$ cat src/rtl/cvmcu_pad_claim_arbiter.sv
// cvmcu_pad_claim_arbiter
// Round-robin arbiter that serialises claim/release/reconfig/query requests
// from several peripheral requesters against a per-pad ownership and config
// table. The table feeds the IO mux through pad_cfg_o / pad_owned_o / pad_owner_o.
// Optional feature: define CVMCU_PAD_LOCK_EN to add per-pad lock bits,
// the pad_locked_o output and the LOCK operation (op 11).
module cvmcu_pad_claim_arbiter #(
   parameter int                 NUM_REQ   = 4,
   parameter int                 NUM_PADS  = 48,
   parameter int                 CFG_W     = 6,
   parameter logic [CFG_W-1:0]   CFG_RESET = '0,
   localparam int                ID_W      = (NUM_REQ > 1) ? $clog2(NUM_REQ) : 1
) (
   input  logic                      ref_clk_i,
   input  logic                      rst_i,
   input  logic [NUM_REQ-1:0]        req_valid_i,
   output logic [NUM_REQ-1:0]        req_ready_o,
   input  logic [2*NUM_REQ-1:0]      req_op_i,
   input  logic [6*NUM_REQ-1:0]      req_pad_i,
   input  logic [CFG_W*NUM_REQ-1:0]  req_cfg_i,
   output logic [NUM_REQ-1:0]        rsp_valid_o,
   output logic [2:0]                rsp_status_o,
   output logic [CFG_W*NUM_PADS-1:0] pad_cfg_o,
   output logic [NUM_PADS-1:0]       pad_owned_o,
   output logic [ID_W*NUM_PADS-1:0]  pad_owner_o,
`ifdef CVMCU_PAD_LOCK_EN
   output logic [NUM_PADS-1:0]       pad_locked_o,
`endif
   output logic                      busy_o
);

   localparam int PAD_IDX_W = (NUM_PADS > 1) ? $clog2(NUM_PADS) : 1;

   localparam logic [1:0] OP_CLAIM    = 2'b00;
   localparam logic [1:0] OP_RELEASE  = 2'b01;
   localparam logic [1:0] OP_RECONFIG = 2'b10;
`ifdef CVMCU_PAD_LOCK_EN
   localparam logic [1:0] OP_LOCK     = 2'b11;
   localparam logic [2:0] ST_LOCKED   = 3'b100;
`endif

   localparam logic [2:0] ST_OK        = 3'b000;
   localparam logic [2:0] ST_OWNED     = 3'b001;
   localparam logic [2:0] ST_BAD_PAD   = 3'b010;
   localparam logic [2:0] ST_NOT_OWNER = 3'b011;

   typedef enum logic [1:0] {IDLE, CHECK, COMMIT, RESP} state_t;

   state_t               state, state_nxt;
   logic [ID_W-1:0]      rr_ptr;
   logic [ID_W-1:0]      grant_id;
   logic                 grant_found;
   logic [ID_W-1:0]      lat_id;
   logic [1:0]           lat_op;
   logic [5:0]           lat_pad;
   logic [CFG_W-1:0]     lat_cfg;
   logic [2:0]           status_q, status_nxt;
   logic                 pad_in_range;
   logic [PAD_IDX_W-1:0] pad_sel;
   logic                 owner_match;

   logic [CFG_W-1:0]     cfg_tbl   [NUM_PADS];
   logic [ID_W-1:0]      owner_tbl [NUM_PADS];
   logic [NUM_PADS-1:0]  owned_tbl;
`ifdef CVMCU_PAD_LOCK_EN
   logic [NUM_PADS-1:0]  locked_tbl;
`endif

   // Out-of-range pads are reported as BAD_PAD; the table is read at entry 0 so no index leaves the array
   assign pad_in_range = (int'(lat_pad) < NUM_PADS);
   assign pad_sel      = pad_in_range ? lat_pad[PAD_IDX_W-1:0] : '0;
   assign owner_match  = owned_tbl[pad_sel] && (owner_tbl[pad_sel] == lat_id);

   // Pick the first valid requester at or after the round-robin pointer, wrapping around
   always_comb begin
      int idx;
      idx         = 0;
      grant_found = 1'b0;
      grant_id    = '0;
      for (int k = 0; k < NUM_REQ; k++) begin
         idx = int'(rr_ptr) + k;
         if (idx >= NUM_REQ) idx = idx - NUM_REQ;
         if (!grant_found && req_valid_i[idx]) begin
            grant_found = 1'b1;
            grant_id    = ID_W'(idx);
         end
      end
   end

   // FSM state register
   always_ff @(posedge ref_clk_i or posedge rst_i) begin
      if (rst_i) state <= IDLE;
      else       state <= state_nxt;
   end

   // Next-state logic; ready is offered only to the granted requester while idle
   always_comb begin
      state_nxt   = state;
      req_ready_o = '0;
      case (state)
         IDLE: begin
            if (grant_found) begin
               req_ready_o[grant_id] = 1'b1;
               state_nxt             = CHECK;
            end
         end
         CHECK:   state_nxt = COMMIT;
         COMMIT:  state_nxt = RESP;
         RESP:    state_nxt = IDLE;
         default: state_nxt = IDLE;
      endcase
   end

   // Status of the latched request against the current table entry, highest priority first
   always_comb begin
      status_nxt = ST_OK;
      if (!pad_in_range) begin
         status_nxt = ST_BAD_PAD;
      end
`ifdef CVMCU_PAD_LOCK_EN
      else if (locked_tbl[pad_sel] && (lat_op != OP_LOCK)) begin
         status_nxt = ST_LOCKED;
      end
`endif
      else if (lat_op == OP_CLAIM) begin
         if (owned_tbl[pad_sel] && !owner_match) status_nxt = ST_OWNED;
      end else begin
         if (!owner_match) status_nxt = ST_NOT_OWNER;
      end
   end

   // Request latch, round-robin pointer advance and status capture
   always_ff @(posedge ref_clk_i or posedge rst_i) begin
      if (rst_i) begin
         rr_ptr   <= '0;
         lat_id   <= '0;
         lat_op   <= '0;
         lat_pad  <= '0;
         lat_cfg  <= '0;
         status_q <= ST_OK;
      end else begin
         if (state == IDLE && grant_found) begin
            lat_id  <= grant_id;
            lat_op  <= req_op_i[2*int'(grant_id) +: 2];
            lat_pad <= req_pad_i[6*int'(grant_id) +: 6];
            lat_cfg <= req_cfg_i[CFG_W*int'(grant_id) +: CFG_W];
            rr_ptr  <= (int'(grant_id) == NUM_REQ-1) ? '0 : grant_id + ID_W'(1);
         end
         if (state == CHECK) status_q <= status_nxt;
      end
   end

   // Pad table: written once per operation in COMMIT, only when the operation succeeded
   always_ff @(posedge ref_clk_i or posedge rst_i) begin
      if (rst_i) begin
         owned_tbl <= '0;
`ifdef CVMCU_PAD_LOCK_EN
         locked_tbl <= '0;
`endif
         for (int p = 0; p < NUM_PADS; p++) begin
            cfg_tbl[p]   <= CFG_RESET;
            owner_tbl[p] <= '0;
         end
      end else if (state == COMMIT && status_q == ST_OK) begin
         case (lat_op)
            OP_CLAIM: begin
               owned_tbl[pad_sel] <= 1'b1;
               owner_tbl[pad_sel] <= lat_id;
               cfg_tbl[pad_sel]   <= lat_cfg;
            end
            OP_RELEASE: begin
               owned_tbl[pad_sel] <= 1'b0;
               owner_tbl[pad_sel] <= '0;
               cfg_tbl[pad_sel]   <= CFG_RESET;
            end
            OP_RECONFIG: begin
               cfg_tbl[pad_sel]   <= lat_cfg;
            end
            default: begin
`ifdef CVMCU_PAD_LOCK_EN
               locked_tbl[pad_sel] <= 1'b1;
`endif
            end
         endcase
      end
   end

   // Flatten the table onto the pad buses consumed by the IO mux
   always_comb begin
      pad_cfg_o   = '0;
      pad_owner_o = '0;
      for (int p = 0; p < NUM_PADS; p++) begin
         pad_cfg_o[p*CFG_W +: CFG_W] = cfg_tbl[p];
         pad_owner_o[p*ID_W +: ID_W] = owner_tbl[p];
      end
   end

   // Response strobe goes to the requester that owns the operation in flight
   always_comb begin
      rsp_valid_o = '0;
      if (state == RESP) rsp_valid_o[lat_id] = 1'b1;
   end

   assign rsp_status_o = (state == RESP) ? status_q : ST_OK;
   assign pad_owned_o  = owned_tbl;
   assign busy_o       = (state != IDLE);
`ifdef CVMCU_PAD_LOCK_EN
   assign pad_locked_o = locked_tbl;
`endif

endmodule

$ cat config.mk
export PLATFORM = sky130hd
export DESIGN_NAME = cvmcu_pad_claim_arbiter
export DESIGN_NICKNAME = d
export VERILOG_FILES = /design/src/rtl/cvmcu_pad_claim_arbiter.sv
export SDC_FILE = /design/constraint.sdc
export NUM_CORES = 1
export LEC_CHECK = 0
export ABC_AREA = 1
export BUFFER_PORTS_ARGS = -buffer_cell sky130_fd_sc_hd__buf_2
export CAP_MARGIN = 20
export CORE_ASPECT_RATIO = 0.75
export CORE_UTILIZATION = 48
export DETAILED_ROUTE_END_ITERATION = 12
export PLACE_DENSITY_LB_ADDON = 0.15
export SYNTH_ARGS = -nofsm -noshare
export SYNTH_HDL_FRONTEND = slang
export SYNTH_SLANG_ARGS = --single-unit
$ cat constraint.sdc
create_clock -name ref_clk_i -period 15.85 [get_ports ref_clk_i]
set_input_delay 3.17 -clock ref_clk_i [delete_from_list [all_inputs] [get_ports ref_clk_i]]
set_output_delay 3.17 -clock ref_clk_i [all_outputs]
set_load 0.01 [all_outputs]
==> impl_metrics.yaml <==
clock_network:
  clkTransAtPathRegs_ps: 60
  cts_made_buffers: 45
  ctsHoldBuffers: 0
  cts-htree-levels: 2
  cts.path.max_buffers: 3
  clk_latency_ps: 570
  tritoncts: "yes"
  cts_resized: 0
  cts_sinks: 454
  cts_root_buf: "clkbuf_16"
  cts_setup_buffers: 0
power:
  intPower_mw: 2.40
  pwr-share-seq_pct: 35.4
  power_mw: 4.22
  p_sw_share_pct: 43.1
  clockPowerShare_pct: 25.5
  p_leak_nw: 12.5
  comb_power_share_pct: 39.1
  power_density_nw_per_um2: 178
  vdd_drop_max_mv: 0.111
  switchingPower_mw: 1.82
routing:
  drc: 0
  vias: 17800
  routed_wl_um: 68900
  viasPerCell: 5.49
  drt_iter0_drc: 1626
  ant_nets: 0
  wire_per_inst_um: 21.2
  drt_pass1_iterations: 6
synth:
  synth_compound_area_share_pct: 14.9
  syn_avg_cell_area_um2: 8.65
  synth.distinct_cells: 43
  yosys.area.top_type: "dfrtp_1"
  synthTopCellsByArea: "dfrtp_1, nand2_1, o21ai_0"
  yosys.area_share.xor_xnor_pct: 0.0833
  synth_top_family_by_area: "simple AND/OR/NAND/NOR gates"
  syn_inst: 2259
  synthesis.area_um2: 19500
  synth_fp_nets: 2333
  seq_area_frac_synth_pct: 58.2
  synth-adder-area-share_pct: 0.769
  ys_seq_elements: 454
  synth-simple-area-share_pct: 19.7
  yosysTopAreaCellShare_pct: 58.2
  yosysWarnings: 0
  synthMuxAreaShare_pct: 0
finish:
  stdcell_count: 3244
  fin_nets: 2762
  drive_gt1_share_pct: 24.2
  area_growth_pct: 21.4
  layout_commonest_cell: "nand2_1"
  layout_common_cells: "nand2_1, buf_2, dfrtp_1"
  stdcell_area_um2: 23700
  final_util_pct: 59.6
  antenna_cells: 0
grt:
  grt_pass1_vias: 16700
  grt_overflow: 0
  antenna_found_initial: 0
  grt_pass1_wl_um: 103000
  grt_max_degree: 187
  track_usage_pct: 32.6
placement:
  dp_hpwl_um: 47800
  port_buffers: 504
  place_area_um2: 22200
  dp.cells: 3161
  gp_congestion: 0.897
setup_path:
  startpoint_type: "primary input"
  criticalPathCategory: "in2out"
  critical_path.max_fanout: 31
  critPathBufInv: 5
  cp.arrival_ps: 5680
  cp_cell_sequence: "buf_2 -> inv_1 -> o21ai_1 -> nand2_1 -> o21ai_2 -> nor2b_2 -> nor2_1 -> nand2_1 -> nand3_2 -> inv_2 -> ha_1 -> inv_1 -> nor2_1 -> buf_2"
  required_ps: 12680
  critical_path.top_delay_family: "simple AND/OR/NAND/NOR gates"
  cp-end-kind: "output pin"
  slowest_delay_ps: 590
  slowest_stage: "inv_2"
sta:
  hold_violations: 0
  finalCritPeriodShare_pct: 55.9
  tightest_slew_ps: 1200
  rsz0062_at_grt: "no"
  drv_slew: 0
  fmax_mhz: 113
  fin_tns_setup_ps: 0
  slew_headroom_pct: 19.8
  setup_viol_count_final: 0
  fin_worst_skew_ps: 28.8
  min_period_ps: 8850
floorplanning:
  initial_utilization_pct: 49.1
  dieWidth_um: 235
  die_area_um2: 41500
  dieHeight_um: 177
  ios: 506
  core-area_um2: 39800
  rows: 63
hold_path:
  holdCritPathClass: "reg2reg"
run:
  cap_viol_max_count: 0
outcome:
  outcome: "finished clean"
cells in the mapped netlist:
master	count
nor2b_2	1
nor3_2	6
dfrtp_1	454
clkinv_4	1
xnor2_2	1
clkbuf_1	101
o21ai_2	1
or3_1	1
buf_2	19
nand2_1	698
or2_0	1
buf_4	8
o211ai_1	26
ha_1	12
o21ai_4	1
nand3_2	1
nor2_1	145
nand3b_1	2
o21ai_1	88
buf_6	12
nor2_4	2
a22oi_1	4
buf_1	1
nand3_1	57
nand2_4	4
a21oi_1	32
conb_1	1
o22ai_2	1
o22ai_1	49
nor2_2	6
nor3_4	1
nor2_8	1
nand2_2	4
inv_1	126
o21ai_0	342
clkinv_1	2
nor3_1	12
o21a_1	1
a21oi_2	2
inv_2	20
o21bai_1	1
nand4_1	3
or2_1	8
worst reg2reg max path, stage by stage, from the launching register on:
cell and delay (ps):
dfrtp_1 450, ha_1 340, inv_2 380, nand2_2 270, nor2_1 330, buf_4 340
inv_2 110, nor2_1 160, inv_2 170, nor2_1 410, nand2_1 400, nand2_1 140
o21ai_0 100
final timing paths:
check,start,to,slack [ps],depth (start not counted)
max reg2reg,lat_pad[4],pad_cfg_o[122],12090,12
min in group asynchronous,rst_i,pad_cfg_o[166],2810,2
max in group asynchronous,rst_i,pad_cfg_o[27],10700,4
min reg2reg,pad_cfg_o[81],pad_cfg_o[81],480,2
max,req_valid_i[1],req_ready_o[1],7000,14
min,pad_cfg_o[81],pad_cfg_o[81],480,2
power groups by stage:
stage | Clock, mW | Sequential [mW] | Combinational, mW
after global routing | 1.13 | 1.51 | 1.79
after detailed placement | 0 | 1.50 | 1.62
final | 1.08 | 1.49 | 1.65
after floorplan | 0 | 1.52 | 1.00
after global placement | 0 | 1.50 | 1.60
after CTS | 1.09 | 1.48 | 1.63
routing by layer:
layer | part of all wire, % | global-route usage, %
met1 | 42 | 44.7
met2 | 45 | 49.5
met3 | 9.8 | 9.92
met4 | 3.2 | 10.5
met5 | 0 | 0
final cells by class:
cell class | count | area [um^2]
Tap cell | 520 | 651
Timing Repair Buffer | 523 | 2680
Inverter | 149 | 572
Clock inverter | 14 | 103
Multi-Input combinational cell | 1515 | 6970
Clock buffer | 69 | 1380
Sequential cell | 454 | 11400
Fill cell | 3594 | 16100
through the flow:
step           hold WS [ps]  worst slack [ps]
5_1_grt                 498              6720
3_3_place_gp            461              7130
6_report                476              7000
2_1_floorplan           470              24.6
4_1_cts                 483              7030
3_5_place_dp            468              7020
cells by family (layout without fill, tap and decap cells):
kind of cell               after synthesis  in the layout
and+or+nand+nor                        953            953
AOI/OAI and AO/OA                      548            548
DFF                                    454            454
buffers and inverters                  290            755
adders and majority gates               12             12
other                                    1              1
xor gates and xnor gates                 1              1
Note: power is estimated with default switching activity, not from simulation.
